**src/rtl/sdu_uart_rx.sv**
```systemverilog
// sdu_uart_rx: 16x oversampled 8N1 receiver feeding a valid/ready byte buffer.
// Define SDU_RX_FIFO_EN for a FIFO_DEPTH-entry FIFO; otherwise a single holding register.
module sdu_uart_rx #(
    parameter int CLK_FREQ   = 100_000_000,
    parameter int BAUD       = 115200,
    parameter int FIFO_DEPTH = 8
) (
    input  logic       clk,
    input  logic       rstn,
    input  logic       rxd,
    output logic [7:0] dout,
    output logic       valid,
    input  logic       ready,
    output logic       frame_err,
    output logic       overrun,
    output logic       busy
);
    localparam int DIV = (CLK_FREQ + BAUD * 8) / (BAUD * 16);
    localparam int CW  = DIV > 1 ? $clog2(DIV) : 1;

    if (FIFO_DEPTH < 2 || (FIFO_DEPTH & (FIFO_DEPTH - 1)) != 0) begin : g_depth_check
        $error("FIFO_DEPTH must be a power of 2 and at least 2");
    end

    typedef enum logic [2:0] {IDLE, START, DATA, STOP, WAIT_HI} state_t;

    state_t        state;
    logic [1:0]    sync;
    logic [1:0]    live;
    logic [CW-1:0] cnt;
    logic [3:0]    s;
    logic [2:0]    idx;
    logic [1:0]    smp;
    logic [7:0]    sh;
    logic          armed;
    logic          rxs, tick, mid, maj, push, pop;

    assign rxs  = sync[1];
    assign tick = cnt == CW'(DIV - 1);
    assign mid  = tick && s == 4'd8;
    assign maj  = (smp[0] & smp[1]) | (smp[0] & rxs) | (smp[1] & rxs);
    assign push = state == STOP && mid && maj;
    assign pop  = valid && ready;
    assign busy = state != IDLE;

    // live gates arming until the synchronizer holds real line samples, not its reset value
    always_ff @(posedge clk or negedge rstn) begin
        if (!rstn) begin
            sync <= 2'b11;
            live <= 2'b00;
        end else begin
            sync <= {sync[0], rxd};
            live <= {live[0], 1'b1};
        end
    end

    always_ff @(posedge clk or negedge rstn) begin
        if (!rstn) begin
            state     <= IDLE;
            cnt       <= '0;
            s         <= '0;
            idx       <= '0;
            smp       <= '0;
            sh        <= '0;
            armed     <= 1'b0;
            frame_err <= 1'b0;
        end else begin
            cnt       <= tick ? '0 : cnt + 1'b1;
            s         <= tick ? s + 1'b1 : s;
            frame_err <= 1'b0;
            if (tick && (s == 4'd6 || s == 4'd7))
                smp <= {smp[0], rxs};
            case (state)
                IDLE: begin
                    armed <= armed | (rxs & live[1]);
                    if (armed && !rxs) begin
                        cnt   <= '0;
                        s     <= '0;
                        idx   <= '0;
                        armed <= 1'b0;
                        state <= START;
                    end
                end
                START: begin
                    if (mid && maj)
                        state <= IDLE;
                    else if (tick && s == 4'd15)
                        state <= DATA;
                end
                DATA: begin
                    if (mid)
                        sh <= {maj, sh[7:1]};
                    if (tick && s == 4'd15) begin
                        idx <= idx + 1'b1;
                        if (idx == 3'd7)
                            state <= STOP;
                    end
                end
                // good stop returns to IDLE at the decision so back-to-back starts are caught
                STOP: begin
                    if (mid) begin
                        frame_err <= !maj;
                        state     <= maj ? IDLE : WAIT_HI;
                    end
                end
                WAIT_HI: begin
                    if (rxs)
                        state <= IDLE;
                end
                default: state <= IDLE;
            endcase
        end
    end

`ifdef SDU_RX_FIFO_EN
    localparam int AW = $clog2(FIFO_DEPTH);

    logic [7:0] mem [FIFO_DEPTH];
    logic [AW:0] wp, rp;
    logic        full, wr;

    assign full  = (wp - rp) == (AW + 1)'(FIFO_DEPTH);
    assign wr    = push && (!full || pop);
    assign valid = wp != rp;
    assign dout  = valid ? mem[rp[AW-1:0]] : 8'h00;

    always_ff @(posedge clk or negedge rstn) begin
        if (!rstn) begin
            wp      <= '0;
            rp      <= '0;
            overrun <= 1'b0;
        end else begin
            wp      <= wr ? wp + 1'b1 : wp;
            rp      <= pop ? rp + 1'b1 : rp;
            overrun <= push && full && !pop;
        end
    end

    always_ff @(posedge clk) begin
        if (wr)
            mem[wp[AW-1:0]] <= sh;
    end
`else
    always_ff @(posedge clk or negedge rstn) begin
        if (!rstn) begin
            dout    <= 8'h00;
            valid   <= 1'b0;
            overrun <= 1'b0;
        end else begin
            if (push && (!valid || pop))
                dout <= sh;
            valid   <= push || (valid && !pop);
            overrun <= push && valid && !pop;
        end
    end
`endif

endmodule

```
**config.mk**
```make
export PLATFORM = sky130hd
export DESIGN_NAME = sdu_uart_rx
export DESIGN_NICKNAME = d
export VERILOG_FILES = /design/src/rtl/sdu_uart_rx.sv
export SDC_FILE = /design/constraint.sdc
export NUM_CORES = 1
export LEC_CHECK = 0
export CAP_MARGIN = 20
export CORE_UTILIZATION = 30
export DETAILED_ROUTE_END_ITERATION = 8
export PLACE_DENSITY = 0.49
export SLEW_MARGIN = 20
export SYNTH_ARGS = -nofsm -noshare
export SYNTH_HDL_FRONTEND = slang
export SYNTH_SLANG_ARGS = --single-unit
```
**constraint.sdc**
```tcl
create_clock -name clk -period 1.85 [get_ports clk]
set_clock_uncertainty 0.05 [all_clocks]
set_input_delay 0.555 -clock clk [delete_from_list [all_inputs] [get_ports clk]]
set_output_delay 0.555 -clock clk [all_outputs]
set_load 0.01 [all_outputs]
```
==> metrics <==
initial antenna violation count 0; total number of vias 1,462; ANT cells 0; failing checks setup timing; Seq pwr share 46.9%; syn avg cell area 11.9 sq um; Total Die Area 6850 sq um; CTS tree built; Die Y 82.8 microns; syn nets 176; sw frac 30.7%; crit end category flop; CTS max path bufs 2; Pint 0.00164 W; synthesized instance count 165; Clk pin slew, worst setup/hold paths 0.09 ns; YS warnings 0; r2r worst-path depth 7; DRT antenna net count 0; cell area after placement 2430 sq um; fraction of registers with async set/reset 100%; share of layout cells above drive strength 1 35.2%; Worst Hold Class in2async; P&R area growth vs syn 35.5%; chip width 82.8 microns; commonest non-fill, non-tap cells in the layout 39 x dfrtp_1, 31 x buf_4, 18 x mux2_4; area of the multi-input gates 931 sq um; GRT Total Usage 13.2%; Final Cell Area 2650 sq um; Synth Register Bits 42; unique cell type count in the Yosys netlist 46; fin crit share 106%; initial core utilization 31.0%; Worst Setup Slack, final -0.110 ns; Clk pwr share 26.0%; CTS H-tree lvls 2; final wirelength 4130 microns; post-layout min period 1.96 ns; max-slew violations 0; GPL Wtd Cong 0.761; Required @ worst endpoint 1.98 ns; core box area 6310 sq um; dominant synthesized flop cell dfrtp_1; Layout Nets 226; Setup-failing EPs final 18; Post-synth EDFFs 0; Final HPWL DP 2900 microns; commonest non-fill, non-tap cell in the layout dfrtp_1; drt first pass iters 4; Crit Path Class reg2reg; vias in the first global route 1,518; CTS Buf Count 5; outcome finished with violations; hold_ws 0.166 ns; crit path DAT 2.09 ns; Comb pwr share 27.2%; Worst-Skew Late Latency 0.30 ns; CTS root buffer clkbuf_8; RSZ-0062 raised after global routing true; number of I/O port buffers 15; global-route wire length before repair 6730 microns; max-cap violations 0; total grt overflow 0; register area 1050 sq um; hold-fix buffers at CTS 0; final count of hold timing violations 0; DRC viols 0; Avg WL per Cell 14.1 microns; Max FO, Critical Path 8; fillers 608; vias per cell 4.99; largest net degree at the start of global routing 43; DRT iter0 DRCs 31; # IOs 16; peak supply drop 0.000523 V; Net Switching 0.000726 W; part of the Yosys area used for sequential elements 53.8%; Rows 29; Mapped Area 1960 sq um; maximum clock rate 510 MHz; Pleak 1.34 nW; startpoint types flop; PwrDens 891 nW/um^2; Clock Sinks 42
## power groups by stage
stage	Clock, W	Sequential (W)	Combinational [W]
6_report	0.000614	0.00111	0.000642
5_1_grt	0.000672	0.00112	0.000723
4_1_cts	0.000646	0.00110	0.000632
3_5_place_dp	0	0.00112	0.000591
3_3_place_gp	0	0.00111	0.000558
2_1_floorplan	0	0.00110	0.000337
## metrics by stage
stage | util, % | power [W] | setup WS, ns | instances | TNS [ns]
2_1_floorplan | - | 0.00144 | -0.0916 | 165 | -0.749
3_3_place_gp | 38.4 | 0.00167 | -0.155 | 282 | -2.52
3_5_place_dp | 38.4 | 0.00171 | -0.216 | 282 | -3.56
4_1_cts | 40.6 | 0.00238 | -0.143 | 293 | -2.62
5_1_grt | 42.0 | 0.00252 | -0.217 | 293 | -3.45
6_report | 42.0 | 0.00236 | -0.110 | 293 | -1.50
## synth_stat cells, types with 2 or more instances
| cell | number | share of area, % |
|---|---|---|
| a21oi_1 | 2 | 0.51 |
| and3_1 | 2 | 0.64 |
| and3b_1 | 2 | 0.89 |
| buf_2 | 3 | 0.77 |
| clkbuf_1 | 2 | 0.38 |
| dfrtp_1 | 40 | 51 |
| dfstp_2 | 2 | 2.7 |
| ha_1 | 7 | 4.5 |
| inv_1 | 6 | 1.2 |
| mux2_2 | 16 | 9.2 |
| mux2_4 | 2 | 1.5 |
| nand2_1 | 6 | 1.2 |
| nand2b_1 | 2 | 0.64 |
| nand3_1 | 9 | 2.3 |
| nand4_1 | 5 | 1.6 |
| nand4b_1 | 4 | 1.8 |
| nor2_1 | 15 | 2.9 |
| nor2b_1 | 2 | 0.64 |
| nor3_1 | 2 | 0.51 |
| o21ai_0 | 4 | 1.0 |
| or4_1 | 2 | 0.77 |
| xnor2_1 | 3 | 1.3 |
| xor2_1 | 4 | 1.8 |
## registers in the layout, summed over array words and instances, names as in the netlist, 2 cells and up
name   cells
idx        3
smp        2
sh         8
cnt        6
live       2
state      3
dout       8
sync       2
s          4
## critical path: stages (launching register included)
cell and delay (ns):
dfrtp_1 0.40, inv_2 0.08, ha_4 0.12, and4b_2 0.30, nand3_2 0.11, and4bb_1 0.32
buf_6 0.17, mux2_4 0.30
## final cells by class
class | instances | area share [%]
Sequential cell | 42 | 39.7
Multi-Input combinational cell | 110 | 35.1
Timing Repair Buffer | 50 | 17.2
Tap cell | 77 | 3.63
Clock buffer | 5 | 2.59
Clock inverter | 3 | 0.943
Inverter | 6 | 0.849
## path summary, 6_finish.rpt
path | from | endpoint | slack [ns]
max | cnt[1] | dout[0] | -0.11
min | rstn | s[1] | 0.17
max reg2reg | cnt[1] | dout[0] | -0.11
min reg2reg | live[0] | live[1] | 0.30
max in group asynchronous | rstn | sync[0] | 1.31
min in group clk | live[0] | live[1] | 0.30
## per-layer routing
layer	part of all wire (%)	routed length [microns]	vias to the layer above	global-route usage [%]
met4	2.2	91	0	5.17
li1	-	-	677	-
met2	51	2120	38	23.8
met5	0	0	-	0
met3	3.7	153	7	3.61
met1	43	1770	740	14.8
## cells by family (layout without fill, tap and decap cells)
family	after synthesis	in the layout	synth area share, %
AND/OR/NAND/NOR	61	61	19.0
flip-flops	42	42	53.8
multiplexers	18	18	10.7
AO/OA/AOI/OAI	15	15	4.92
buffers and inverters	13	64	3.26
adder cells (fa/ha/maj)	8	8	4.98
XOR/XNOR	7	7	3.13
other	1	1	0.192
## what timing repair did
action / CTS / global route
hold endpoints to repair: 0 / 0
pin swaps: 0 / 5
endpoints found under the setup margin: 20 / 35
gates resized for setup: 7 / 27
setup buffers: 3 / 1
Power figures use the tool's default switching activity.
